<file path="src/rtl/rr_arbiter_4_onehot_if.sv">
// Request/grant bundle between four requesters and the round-robin arbiter.
// The requester side uses the master modport; the arbiter uses slave.
interface rr_arbiter_4_onehot_if;
    // Handshake: a requester holds i_req[i] high until it has finished with the
    // resource. Ownership runs from the registered o_grant[i] rising until the
    // owner pulses i_release, drops i_req[i], or (if enabled) o_timeout fires.
    logic [3:0] i_req;
    logic       i_release;
    logic [3:0] o_grant;
    logic [1:0] o_grant_idx;
    logic       o_grant_valid;
    logic       o_timeout;
    logic       o_dbg_state;

    modport master (
        output i_req, i_release,
        input  o_grant, o_grant_idx, o_grant_valid, o_timeout, o_dbg_state
    );

    modport slave (
        input  i_req, i_release,
        output o_grant, o_grant_idx, o_grant_valid, o_timeout, o_dbg_state
    );
endinterface

</file>
<file path="src/rtl/rr_arbiter_4_onehot.sv">
// Four-way round-robin arbiter with registered one-hot grant and encoded owner.
// Define ARB_TIMEOUT_EN to revoke a grant held for MAX_HOLD cycles.
module rr_arbiter_4_onehot #(
    parameter int unsigned MAX_HOLD = 16
) (
    input logic                  clk,
    input logic                  rst,
    rr_arbiter_4_onehot_if.slave bus
);

    typedef enum logic {
        S_IDLE  = 1'b0,
        S_GRANT = 1'b1
    } state_t;

    state_t     r_state;
    state_t     w_state_nxt;
    logic [1:0] r_ptr;
    logic [1:0] w_ptr_nxt;
    logic [1:0] r_idx;
    logic [1:0] w_idx_nxt;
    logic [3:0] r_grant;
    logic [3:0] w_grant_nxt;
    logic       r_valid;
    logic [1:0] w_winner;
    logic       w_any_req;
    logic       w_timeout_nxt;

    if (MAX_HOLD < 1 || MAX_HOLD > 255) begin : g_bad_max_hold
        $error("MAX_HOLD must lie in 1..255");
    end

    // Scan from the highest search offset down so the lowest offset wins.
    always_comb begin
        w_winner  = r_ptr;
        w_any_req = |bus.i_req;
        for (int k = 3; k >= 0; k--) begin
            if (bus.i_req[r_ptr + 2'(k)]) begin
                w_winner = r_ptr + 2'(k);
            end
        end
    end

`ifdef ARB_TIMEOUT_EN
    localparam logic [7:0] HOLD_LAST = 8'(MAX_HOLD - 1);

    logic [7:0] r_hold;
    logic       r_timeout;

    // Zero throughout IDLE, so it is already clear on the cycle a grant starts.
    always_ff @(posedge clk) begin
        if (rst) begin
            r_hold <= 8'd0;
        end else if (r_state == S_IDLE) begin
            r_hold <= 8'd0;
        end else begin
            r_hold <= r_hold + 8'd1;
        end
    end
`endif

    always_comb begin
        w_state_nxt   = r_state;
        w_grant_nxt   = r_grant;
        w_idx_nxt     = r_idx;
        w_ptr_nxt     = r_ptr;
        w_timeout_nxt = 1'b0;
        case (r_state)
            S_IDLE: begin
                if (w_any_req) begin
                    w_state_nxt = S_GRANT;
                    w_grant_nxt = 4'b0001 << w_winner;
                    w_idx_nxt   = w_winner;
                    w_ptr_nxt   = w_winner + 2'd1;
                end else begin
                    w_grant_nxt = 4'b0000;
                    w_idx_nxt   = 2'd0;
                end
            end
            S_GRANT: begin
                if (bus.i_release || !bus.i_req[r_idx]) begin
                    w_state_nxt = S_IDLE;
                    w_grant_nxt = 4'b0000;
                    w_idx_nxt   = 2'd0;
                end
`ifdef ARB_TIMEOUT_EN
                else if (r_hold == HOLD_LAST) begin
                    w_state_nxt   = S_IDLE;
                    w_grant_nxt   = 4'b0000;
                    w_idx_nxt     = 2'd0;
                    w_timeout_nxt = 1'b1;
                end
`endif
            end
            default: begin
                w_state_nxt = S_IDLE;
                w_grant_nxt = 4'b0000;
                w_idx_nxt   = 2'd0;
            end
        endcase
    end

    always_ff @(posedge clk) begin
        if (rst) begin
            r_state <= S_IDLE;
            r_ptr   <= 2'd0;
            r_idx   <= 2'd0;
            r_grant <= 4'b0000;
            r_valid <= 1'b0;
        end else begin
            r_state <= w_state_nxt;
            r_ptr   <= w_ptr_nxt;
            r_idx   <= w_idx_nxt;
            r_grant <= w_grant_nxt;
            r_valid <= |w_grant_nxt;
        end
    end

`ifdef ARB_TIMEOUT_EN
    always_ff @(posedge clk) begin
        if (rst) begin
            r_timeout <= 1'b0;
        end else begin
            r_timeout <= w_timeout_nxt;
        end
    end

    assign bus.o_timeout = r_timeout;
`else
    logic w_unused;
    assign w_unused      = w_timeout_nxt;
    assign bus.o_timeout = 1'b0;
`endif

    assign bus.o_grant       = r_grant;
    assign bus.o_grant_idx   = r_idx;
    assign bus.o_grant_valid = r_valid;
    assign bus.o_dbg_state   = r_state;

endmodule

</file>
<file path="src/flat_wrapper.sv">
// flat-port wrapper written by rule: the top's interface ports become plain ports
module rr_arbiter_4_onehot_flat 
#(
    parameter int unsigned MAX_HOLD = 16
)
  (clk, rst, bus_i_req, bus_i_release, bus_o_grant, bus_o_grant_idx, bus_o_grant_valid, bus_o_timeout, bus_o_dbg_state);
  rr_arbiter_4_onehot_if bus_i ();
  input logic clk;
  input logic rst;
  input wire logic [$bits(bus_i.i_req)-1:0] bus_i_req;
  input wire logic [$bits(bus_i.i_release)-1:0] bus_i_release;
  output wire logic [$bits(bus_i.o_grant)-1:0] bus_o_grant;
  output wire logic [$bits(bus_i.o_grant_idx)-1:0] bus_o_grant_idx;
  output wire logic [$bits(bus_i.o_grant_valid)-1:0] bus_o_grant_valid;
  output wire logic [$bits(bus_i.o_timeout)-1:0] bus_o_timeout;
  output wire logic [$bits(bus_i.o_dbg_state)-1:0] bus_o_dbg_state;
  assign bus_i.i_req = bus_i_req;
  assign bus_i.i_release = bus_i_release;
  assign bus_o_grant = bus_i.o_grant;
  assign bus_o_grant_idx = bus_i.o_grant_idx;
  assign bus_o_grant_valid = bus_i.o_grant_valid;
  assign bus_o_timeout = bus_i.o_timeout;
  assign bus_o_dbg_state = bus_i.o_dbg_state;
  rr_arbiter_4_onehot #(.MAX_HOLD(MAX_HOLD)) u_core (.clk(clk), .rst(rst), .bus(bus_i));
endmodule
</file>
<file path="config.mk">
export PLATFORM = sky130hd
export DESIGN_NAME = rr_arbiter_4_onehot_flat
export DESIGN_NICKNAME = d
export VERILOG_FILES = /design/src/rtl/rr_arbiter_4_onehot_if.sv /design/src/rtl/rr_arbiter_4_onehot.sv /design/src/flat_wrapper.sv
export SDC_FILE = /design/constraint.sdc
export NUM_CORES = 1
export LEC_CHECK = 0
export CAP_MARGIN = 15
export CORE_AREA = 2 2 39 41
export DETAILED_ROUTE_END_ITERATION = 8
export DIE_AREA = 0 0 41 43
export GPL_ROUTABILITY_DRIVEN = 1
export PLACE_DENSITY = 0.67
export RECOVER_POWER = 25
export SETUP_SLACK_MARGIN = 0.05
export SLEW_MARGIN = 10
export SYNTH_ARGS = -nofsm -noshare
export SYNTH_HDL_FRONTEND = slang
export SYNTH_SLANG_ARGS = --single-unit
</file>
<file path="constraint.sdc">
create_clock -name clk -period 2.3 [get_ports clk]
set_input_delay 0.46 -clock clk [delete_from_list [all_inputs] [get_ports clk]]
set_output_delay 0.46 -clock clk [all_outputs]
set_load 0.005 [all_outputs]
</file>
Word level (Yosys, flattened, before mapping):

Cells that the tools add are included.

* input port bits: 7
* memories: 0
* flip-flop bits (word level): 10
* ROM bits: 0
* memory bits (writable): 0
* bits in latches: 0
* output and inout bits: 9

* shifts and indexed selects: 1
* mux-type cells: 23
* add/sub/neg operators: 4
* bitwise logic cells: 1
* $mul: 0
* div/mod/pow operators: 0
* equal/unequal tests: 1
* order comparisons: 5
* reductions and logical operators: 5

Operators by type and width (number)
* $lt A2 B3 Y1 const B: 5
* $mux W2: 6
* $bmux W1 S2: 5
* $mux W4: 2
* $pmux W4 S2: 1
* $reduce_or A4 Y1: 2
* $mux W1: 7
* $add A2 B1 Y2 const B: 2
* $add A2 B2 Y2 const B: 2
* $pmux W2 S2: 1
* $shl A1 B2 Y4 const A: 1
* $ne A2 B2 Y1 const B: 1
* $pmux W1 S2: 1
* $reduce_and A2 Y1: 1
* $logic_not A1 Y1: 1
* $logic_or A1 B1 Y1: 1
* $not A1 Y1: 1

Depth between registers and ports, before layout:

* word-level depth: 11
* depth in mapped cells: 5

Least setup slack after synthesis:

OpenSTA, ideal clock, no wires.

* kind: input -> register
* start: input port bus_i_req[0]
* end: register u_core.r_grant[0] (netlist: u_core.bus.o_grant[0])
* data arrival time: 1.587 ns
* path buffers: 0
* setup time: 0.115 ns
* path slack: 0.597 ns
* stages on the path: 5
* path through: inv_1 -> o22ai_1 -> a222oi_1 -> nor4_1 -> o21ba_2

* longest elaborated chain between the ends: 9
* elaborated cells between the ends (all ways): 21
* those cells by class: 1 x shift; 17 x mux; 3 x reduce/logical

Ends and longest elaborated chain
* start, declared: RTL line flat_wrapper.sv:10 `input wire logic [$bits(bus_i.i_req)-1:0] bus_i_req;`
* $bmux W1 S2: RTL line rr_arbiter_4_onehot.sv:38 `if (bus.i_req[r_ptr + 2'(k)]) begin`
* $mux W1 (implied by the code): RTL line rr_arbiter_4_onehot.sv:38
* $mux W2 (4 in a row): RTL line rr_arbiter_4_onehot.sv:38
* $shl A1 B2 Y4: RTL line rr_arbiter_4_onehot.sv:72 `w_grant_nxt = 4'b0001 << w_winner;`
* $mux W4: RTL line rr_arbiter_4_onehot.sv:70 `if (w_any_req) begin`
* $pmux W4 S2 (*): RTL line rr_arbiter_4_onehot.sv:68 `case (r_state)`
* end signal, assigned: RTL line rr_arbiter_4_onehot.sv:114 `r_grant <= w_grant_nxt;`
* end, declared: RTL line rr_arbiter_4_onehot.sv:22 `logic [3:0] r_grant;`

Every way passes the cells marked *; elsewhere a longest branch is shown, timed or not. The select of a mux whose other input is x is not followed.
A chain may end at the register's enable or synchronous reset.

Worst setup path in the final report:

* start: input port bus_i_req[1]
* end: register u_core.r_grant[0] (netlist: u_core.bus.o_grant[0])

The elaborated chain is that of the path after synthesis.

==> reports/results.ini <==
[timing]
tns_ns = 0
max_freq_mhz = 540
maxSlewHeadroom = 0.583
fin_crit_ns = 1.85
tightest_slew_ns = 0.623
period_share = 0.805
slew_violations = 0
rsz0062_at_grt = false
hold_violations = 0
setup_viol = 0
fin_skew_ns = 0.000727

[synthesis]
async_flop_share = 0
ys_seq_area_frac = 0.404
ys_top_cells_by_area = dfxtp_1 (40%), nor2_1 (7.6%), a21oi_1 (6.1%)
ys_warn_count = 0
synth_flop_cell = dfxtp_1
synth_top_area_cell = dfxtp_1
netlist_area_sq_um = 495
avgSynthCellArea_sq_um = 7.99
yosys-top-cells-count = dfxtp_1 (10), nor2_1 (10), a21oi_1 (6)
synthCells = 62
synth_edf_count = 0
synth_cell_types = 26
synth_top_area_frac = 0.404
syn_nets = 69
ys_ff_latch = 10

[detailed_routing]
drt_iter0_drc = 9
first_pass_iters = 4
wl_per_cell_um = 12.2
num_vias = 504
drc = 0
viasPerCell = 5.36
detail_route.wirelength_mm = 1.15
ant_nets = 0

[final_layout]
final_nets = 87
fill_cells = 149
utilization = 0.490
insertedDiodeCount = 0
drive_gt1_frac = 0.0769
area_growth_pct = 36.9

[worst_setup_path]
reg2reg_depth = 5
reg2reg_from = u_core.r_ptr[1]
worst_ep_arrival_time_ns = 2.01
crit_path_start = bus_i_req[1]
required_ns = 2.46
critPathLaunchType = input pin
crit_path_cell_trace = clkdlybuf4s50_1, o22ai_1, a222oi_1, buf_4, nor4_1, o21ba_2
end_kind = register
crit_type = input pin to register
slowest_stage = clkdlybuf4s50_1
worst-path-max-fanout = 7
r2r_slack_ns = 0.82
crit_path_end = u_core.bus.o_grant[0]
critPathMaxStageDelay_ns = 0.61
reg2reg_to = u_core.bus.o_grant[0]

[clocking]
root_buffer = clkbuf_4
cts_tree = done
cts_num_sinks = 10
cts_made_buffers = 3
cts_buffer_depth = 2
clk_pin_slew_ns = 0.06
post_cts_resized = 0
cts-hold-fix-buffers = 0
htree_levels = 1
cts_setup_buffers = 0
clk_latency_ns = 0.26

[die]
ios = 16
core_region_area_sq_um = 1380
start_util = 0.358
die_area_sq_um = 1760
die_h_um = 43
rows = 14
die_x_um = 41

[place]
place.gp.congestion = 0.693
numPortBuffers = 14
dp_hpwl_um = 811

[outcome]
status = complete, no violations

[global_route]
grt_max_degree = 12
grt_pass1_wl_mm = 1.78
antenna_found_initial = 0
grt_pass1_vias = 426
grt_usage = 0.157
grt_overflow = 0

[power_and_ir_drop]
p_leak_uw = 0.000271
powerDensity_nw_per_um2 = 671
peakVddDrop_mv = 0.333

[worst_hold_path]
min_path_type = register to register

[job]
cap_violations = 0

[metrics by stage]
stage | power (uW) | instances | area [sq um] | worst slack [ns] | hold slack (ns)
2_1_floorplan | 286 | 62 | 495 | 0.597 | 0.456
3_3_place_gp | 347 | 91 | 656 | 0.170 | 0.461
3_5_place_dp | 347 | 91 | 656 | 0.186 | 0.464
4_1_cts | 463 | 94 | 678 | 0.446 | 0.479
5_1_grt | 490 | 94 | 678 | 0.297 | 0.497
6_report | 455 | 94 | 678 | 0.450 | 0.469
[layout by cell type (no fill, tap or decap)]
cell type         n
and2_1            1
clkbuf_4          3
nand2b_1          1
a22oi_1           2
a2bb2oi_1         1
buf_4             2
xnor2_1           1
clkdlybuf4s50_1  10
dlygate4sd3_1     4
a211oi_1          2
o21ai_0           1
nor4_1            2
o21ba_2           1
dfxtp_1          10
or4_1             1
a21oi_1           6
mux2i_1           1
nor3b_1           1
inv_1             5
o22ai_1           4
nor2_1           10
conb_1            1
nand2_1           3
a32oi_1           1
o21a_1            1
nand3b_1          2
a222oi_1          1
[worst min-delay path by stage]
stage | cells after the start | endpoint | slack [ns] | from
2_1_floorplan | 2 | u_core.bus.o_grant[2] | 0.46 | u_core.bus.o_grant[2]
3_3_place_gp | 2 | u_core.bus.o_grant[1] | 0.46 | u_core.bus.o_grant[1]
3_5_place_dp | 2 | u_core.bus.o_grant[2] | 0.46 | u_core.bus.o_grant[2]
4_1_cts | 2 | u_core.bus.o_grant[2] | 0.48 | u_core.bus.o_grant[2]
5_1_grt | 2 | u_core.bus.o_grant[2] | 0.50 | u_core.bus.o_grant[2]
6_report | 2 | u_core.bus.o_grant[2] | 0.47 | u_core.bus.o_grant[2]
[where the power goes]
group / switching (uW) / internal [uW]
sequential: 17.9 / 192
combinational: 57.5 / 74.0
clock: 53.2 / 60.1
total: 129 / 326
[routing by layer]
metal / track usage / routed length (um) / part of all wire / vias up
met4: 0.140 / 43 / 0.038 / 0
li1: - / - / - / 257
met3: 0.0419 / 82 / 0.072 / 5
met5: 0 / 0 / 0 / -
met2: 0.216 / 490 / 0.43 / 17
met1: 0.187 / 530 / 0.46 / 225
[worst max-delay path: cells and delay by family]
kind	cells	cell delay, ns
buf+inv	2	0.82
compound gates	3	0.68
simple gates	1	0.06
[layout make-up]
cell class / count / area [sq um] / share of cell area
clock buffers: 3 / 22.5 / 0.0332
inverters: 5 / 18.8 / 0.0277
multi-input cells: 44 / 262 / 0.386
flip-flops and latches: 10 / 200 / 0.295
well taps: 16 / 20.0 / 0.0295
repair buffers: 16 / 155 / 0.229
[registers in the layout (all words and copies together), names as in the netlist]
| register | count |
|---|---|
| u_core.bus.o_grant_valid | 1 |
| u_core.r_ptr | 2 |
| u_core.bus.o_grant_idx | 2 |
| u_core.bus.o_grant | 4 |
| u_core.bus.o_dbg_state | 1 |
[cell families after synthesis]
logic type      after synthesis  share of synthesized area
compound gates               20                      0.273
buf+inv                       8                     0.0682
xor+xnor                      1                     0.0177
mux                           1                     0.0202
simple gates                 21                      0.210
other cells                   1                    0.00757
flops                        10                      0.404
Power figures use the tool's default switching activity.
